### src/rtl/unified_mem_arbiter.sv
// Arbiter that shares one unified instruction/data memory between the fetch
// port (IF) and the load/store port (D). The data port has priority, a
// saturating starvation counter guarantees forward progress for fetch, and a
// kill input discards the result of an in-flight fetch.
module unified_mem_arbiter #(
  parameter int ADDR_W     = 12,
  parameter int DATA_W     = 32,
  parameter int STARVE_MAX = 4
) (
  input  logic              clk,
  input  logic              rst,
  input  logic              if_req,
  input  logic [ADDR_W-1:0] if_addr,
  input  logic              if_kill,
  output logic              if_ack,
  output logic [DATA_W-1:0] if_rdata,
  input  logic              d_req,
  input  logic              d_we,
  input  logic              d_byte,
  input  logic              d_half,
  input  logic              d_zext,
  input  logic [ADDR_W-1:0] d_addr,
  input  logic [DATA_W-1:0] d_wdata,
  output logic              d_ack,
  output logic [DATA_W-1:0] d_rdata,
  output logic              mem_en,
  output logic              mem_we,
  output logic              mem_byte,
  output logic              mem_half,
  output logic              mem_zext,
  output logic [ADDR_W-1:0] mem_addr,
  output logic [DATA_W-1:0] mem_wdata,
  input  logic [DATA_W-1:0] mem_rdata,
  input  logic              mem_ack
);

  localparam int CNT_W = $clog2(STARVE_MAX + 1);
  localparam logic [CNT_W-1:0] STARVE_LIM = CNT_W'(STARVE_MAX);

  typedef enum logic [1:0] {
    IDLE,
    BUSY_I,
    BUSY_D,
    DONE
  } state_t;

  state_t           state;
  logic [CNT_W-1:0] starve_cnt;
  logic             kill_pend;
  logic             if_ack_r;
  logic             starved;
  logic             grant_d;
  logic             grant_i;

  // Arbitration decision for the IDLE cycle: D wins unless fetch is starved.
  always_comb begin
    starved = if_req && (starve_cnt == STARVE_LIM);
    grant_d = d_req && !starved;
    grant_i = if_req && !grant_d;
  end

  // A kill arriving in the DONE cycle must still hide the already-registered
  // fetch ack, so the registered pulse is gated by the live kill input.
  assign if_ack = if_ack_r && !if_kill;

  // Arbiter FSM with registered memory-side and requester-side outputs.
  always_ff @(posedge clk) begin
    if (!rst) begin
      state      <= IDLE;
      starve_cnt <= '0;
      kill_pend  <= 1'b0;
      if_ack_r   <= 1'b0;
      if_rdata   <= '0;
      d_ack      <= 1'b0;
      d_rdata    <= '0;
      mem_en     <= 1'b0;
      mem_we     <= 1'b0;
      mem_byte   <= 1'b0;
      mem_half   <= 1'b0;
      mem_zext   <= 1'b0;
      mem_addr   <= '0;
      mem_wdata  <= '0;
    end else begin
      if_ack_r <= 1'b0;
      d_ack    <= 1'b0;
      case (state)
        IDLE: begin
          kill_pend <= 1'b0;
          if (grant_d) begin
            state     <= BUSY_D;
            mem_en    <= 1'b1;
            mem_we    <= d_we;
            mem_byte  <= d_byte;
            mem_half  <= d_half;
            mem_zext  <= d_zext;
            mem_addr  <= d_addr;
            mem_wdata <= d_wdata;
            if (if_req)
              starve_cnt <= (starve_cnt == STARVE_LIM) ? STARVE_LIM
                                                       : starve_cnt + CNT_W'(1);
            else
              starve_cnt <= '0;
          end else if (grant_i) begin
            state      <= BUSY_I;
            mem_en     <= 1'b1;
            mem_we     <= 1'b0;
            mem_byte   <= 1'b0;
            mem_half   <= 1'b0;
            mem_zext   <= 1'b0;
            mem_addr   <= if_addr;
            mem_wdata  <= '0;
            starve_cnt <= '0;
          end else begin
            starve_cnt <= '0;
          end
        end
        BUSY_I: begin
          if (if_kill)
            kill_pend <= 1'b1;
          if (mem_ack) begin
            mem_en <= 1'b0;
            state  <= DONE;
            if (!(kill_pend || if_kill)) begin
              if_rdata <= mem_rdata;
              if_ack_r <= 1'b1;
            end
          end
        end
        BUSY_D: begin
          if (mem_ack) begin
            mem_en  <= 1'b0;
            d_rdata <= mem_rdata;
            d_ack   <= 1'b1;
            state   <= DONE;
          end
        end
        default: begin
          state     <= IDLE;
          kill_pend <= 1'b0;
        end
      endcase
    end
  end

endmodule
### config.mk
export PLATFORM = sky130hd
export DESIGN_NAME = unified_mem_arbiter
export DESIGN_NICKNAME = d
export VERILOG_FILES = /design/src/rtl/unified_mem_arbiter.sv
export SDC_FILE = /design/constraint.sdc
export NUM_CORES = 1
export LEC_CHECK = 0
export CORE_UTILIZATION = 41
export CTS_CLUSTER_DIAMETER = 60
export DETAILED_ROUTE_END_ITERATION = 10
export GPL_ROUTABILITY_DRIVEN = 0
export PLACE_DENSITY = 0.78
export SLEW_MARGIN = 20
export SYNTH_ARGS = -nofsm -noshare
export SYNTH_HDL_FRONTEND = slang
export SYNTH_SLANG_ARGS = --single-unit
### constraint.sdc
create_clock -name clk -period 2 [get_ports clk]
set_input_delay 0.5 -clock clk [delete_from_list [all_inputs] [get_ports clk]]
set_output_delay 0.5 -clock clk [all_outputs]
set_load 0.02 [all_outputs]
==> flow_metrics.tcl <==
set metrics [dict create \
    outcome "finished clean" \
    vias 4332 \
    grtUsageMet3 0.07082 \
    final_area_um2 7622 \
    power_density_nw_per_um2 1091 \
    postCtsSetupBuffers 0 \
    clkTransAtPathRegs_ns 0.06 \
    critPathRequiredTime_ns 1.50 \
    cts_tree "yes" \
    hp-class "input pin to flip-flop" \
    portBuffers 212 \
    row_count 38 \
    setup_viol 0 \
    synth-seq-cells 121 \
    finalCritPeriodShare 0.9822 \
    grt_max_degree 50 \
    drtPass1Iterations 4 \
    busiest_layer "met2" \
    cp_max_fo 2 \
    leakage_nw 4.018 \
    synthSimpleGateAreaFrac 0.1512 \
    grt_pass1_vias 4213 \
    crit_path_start_kind "flip-flop" \
    numCtsBuffers 17 \
    worst_pin_slew_ns 0.4623 \
    max_freq_ghz 0.5091 \
    antenna_left 0 \
    path_depth 1 \
    drive_gt1_frac 0.07898 \
    fin_tns_setup_ns 0 \
    cts.sinks 121 \
    synthMuxAreaShare 0 \
    met1_usage 0.2614 \
    placed_cell_area_um2 6867 \
    grt_use_met2 0.3924 \
    ir_worst_vdd_mv 1.071 \
    synthXorXnorAreaFrac 0 \
    avgViaCountPerCell 5.102 \
    synth_top_family_by_area "compound AO/OA/AOI/OAI gates" \
    drtIter0Drc 226 \
    slew_headroom 0.6918 \
    path_delay_family "buffers and inverters" \
    seq_area_frac_synth 0.5275 \
    yosys_warnings 0 \
    boundaryPins 213 \
    finalWorstPathRequiredPeriod_ns 1.964 \
    critPathArrivalTime_ns 1.46 \
    die_w_um 107.8 \
    grt_overflow 0 \
    initial_core_util 0.4217 \
    antenna_found_initial 0 \
    path_cells "clkdlybuf4s50_1" \
    drc 0 \
    clockRootBuffer "clkbuf_8" \
    die_y_um 107.8 \
    clk_latency_ns 0.52 \
    synth_compound_area_frac 0.2531 \
    cpMaxStageDelayCell "clkdlybuf4s50_1" \
    coreArea_um2 10890 \
    path_class "flip-flop to output pin" \
    synth.avg_cell_area_um2 9.390 \
    fin_skew_ns 0.008154 \
    dp_hpwl_um 9246 \
    synth_nets 593 \
    crit_buf_inv 1 \
    routedWlPerCell_um 15.78 \
    syn_inst 489 \
    max_cap_viol_count 0 \
    area_growth_syn_to_layout_pct 65.99 \
    htreeDepth 4 \
    whs_path_depth 2 \
    num_antenna_cells 0 \
    final_cell_count_no_fill 849 \
    dp.cells 817 \
    drv_slew 0 \
    syn_area_um2 4592 \
    fillers 819 \
    regArea_um2 2422 \
    wl_um 13400 \
    yosysUniqueCellTypes 35 \
    cts_max_path_buffers 2 \
    rr_worst_depth 5 \
    track_usage 0.2288 \
    grt_pass1_wl_um 20630 \
    layout.nets 800 \
    dieArea_um2 11630 \
    cpPeakStageDelay_ns 0.61 \
    multiInputGateArea_um2 1947 \
    hold_viol 0 \
    end_kind "output pin" \
    synthAdderAreaFrac 0.01635 \
]
[kinds of logic after synthesis]
kind of cell / count (synthesis)
AO/OA/AOI/OAI: 153
adder cells (fa/ha/maj): 6
buffers and inverters: 46
flip-flops: 121
AND/OR/NAND/NOR: 163
[final cells by class]
type / count / share of cell area
inverters: 6 / 0.002955
flip-flops and latches: 121 / 0.3178
well taps: 140 / 0.02298
clock inverters: 12 / 0.01838
clock buffers: 20 / 0.05975
multi-input cells: 322 / 0.2554
repair buffers: 228 / 0.3227
[sequential cells by signal, indices dropped and copies added (netlist names)]
signal / count
d_rdata: 32
if_rdata: 32
mem_wdata: 32
mem_addr: 12
starve_cnt: 3
state: 2
d_ack: 1
if_ack_r: 1
kill_pend: 1
mem_byte: 1
mem_en: 1
mem_half: 1
mem_we: 1
mem_zext: 1
[per-layer routing]
metal,share of wire,vias up,wire length (um)
li1,-,2101,-
met1,0.41,2042,5476
met2,0.50,168,6642
met3,0.077,21,1036
met4,0.018,0,245
met5,0,-,0
[where the power goes]
| part | internal (mW) | switching, mW |
|---|---|---|
| sequential | 2.78 | 0.201 |
| clock | 1.89 | 1.13 |
| combinational | 1.09 | 1.23 |
[repair_timing]
action / 4_1_cts / 5_1_grt
endpoints found under the setup margin: 18 / 73
gates resized for setup: 18 / 73
hold buffers: 0 / 0
hold endpoints to repair: 0 / 0
[placed cells by master, fill, tap and decap left out, types with 2 or more instances in the layout]
cell type,n
nor2b_1,2
dlymetal6s2s_1,73
inv_1,6
a22o_1,36
nand4bb_1,2
inv_6,2
bufinv_16,2
nor2_1,16
a211oi_1,26
o21a_1,5
a21boi_0,44
clkbuf_16,16
dfxtp_1,121
buf_4,11
clkdlybuf4s50_1,120
clkinv_2,2
clkinvlp_4,2
clkbuf_8,4
buf_12,5
o21ai_0,13
nand2_1,129
and2_1,4
dlygate4sd2_1,18
clkinv_4,3
ha_1,6
a21boi_1,21
o211ai_1,2
[final timing paths]
check                 endpoint  slack (ns)         start
setup / recovery  mem_wdata[7]        0.04  mem_wdata[7]
hold / removal          mem_en        0.36           rst
setup reg to reg      state[0]        0.26      state[0]
hold reg to reg    if_rdata[5]        0.45   if_rdata[5]
[cell usage after synthesis]
| master | instances | share of area |
|---|---|---|
| a21boi_1 | 21 | 0.034 |
| a21oi_1 | 1 | 0.0011 |
| nand4bb_1 | 2 | 0.0049 |
| nor3b_1 | 1 | 0.0016 |
| o21a_1 | 5 | 0.0082 |
| o211ai_1 | 2 | 0.0033 |
| a211oi_1 | 26 | 0.043 |
| inv_1 | 6 | 0.0049 |
| and4_4 | 1 | 0.0025 |
| nand3_2 | 1 | 0.0022 |
| a21boi_0 | 44 | 0.072 |
| buf_4 | 4 | 0.0065 |
| o21ai_2 | 1 | 0.0019 |
| and3b_1 | 1 | 0.0019 |
| and2_1 | 4 | 0.0054 |
| nor3b_2 | 1 | 0.0027 |
| buf_6 | 5 | 0.012 |
| nand2_1 | 129 | 0.11 |
| o31a_1 | 1 | 0.0019 |
| o31ai_2 | 1 | 0.0027 |
| nor3_1 | 1 | 0.0011 |
| ha_1 | 6 | 0.016 |
| buf_2 | 10 | 0.011 |
| a22o_1 | 36 | 0.069 |
| nand3_1 | 1 | 0.0011 |
| nor2_1 | 16 | 0.013 |
| nor2b_1 | 2 | 0.0027 |
| nor4bb_1 | 1 | 0.0022 |
| o21ai_0 | 13 | 0.014 |
| dfxtp_1 | 121 | 0.53 |
| o21ai_1 | 1 | 0.0011 |
| clkbuf_1 | 21 | 0.017 |
| a31oi_1 | 1 | 0.0014 |
| and3_1 | 1 | 0.0014 |
| or4b_4 | 1 | 0.0030 |
[stage by stage]
step	utilization	total power, mW	setup slack (ns)	hold slack (ns)
2_1_floorplan	-	4.283	0.3337	0.4516
3_3_place_gp	0.6307	5.358	-0.1383	0.4414
3_5_place_dp	0.6307	5.415	-0.1564	0.4490
4_1_cts	0.6833	8.432	0.00006473	0.3314
5_1_grt	0.7001	8.705	-0.02626	0.3459
6_report	0.7001	8.319	0.03556	0.3585
(Power assumes the default switching activity.)
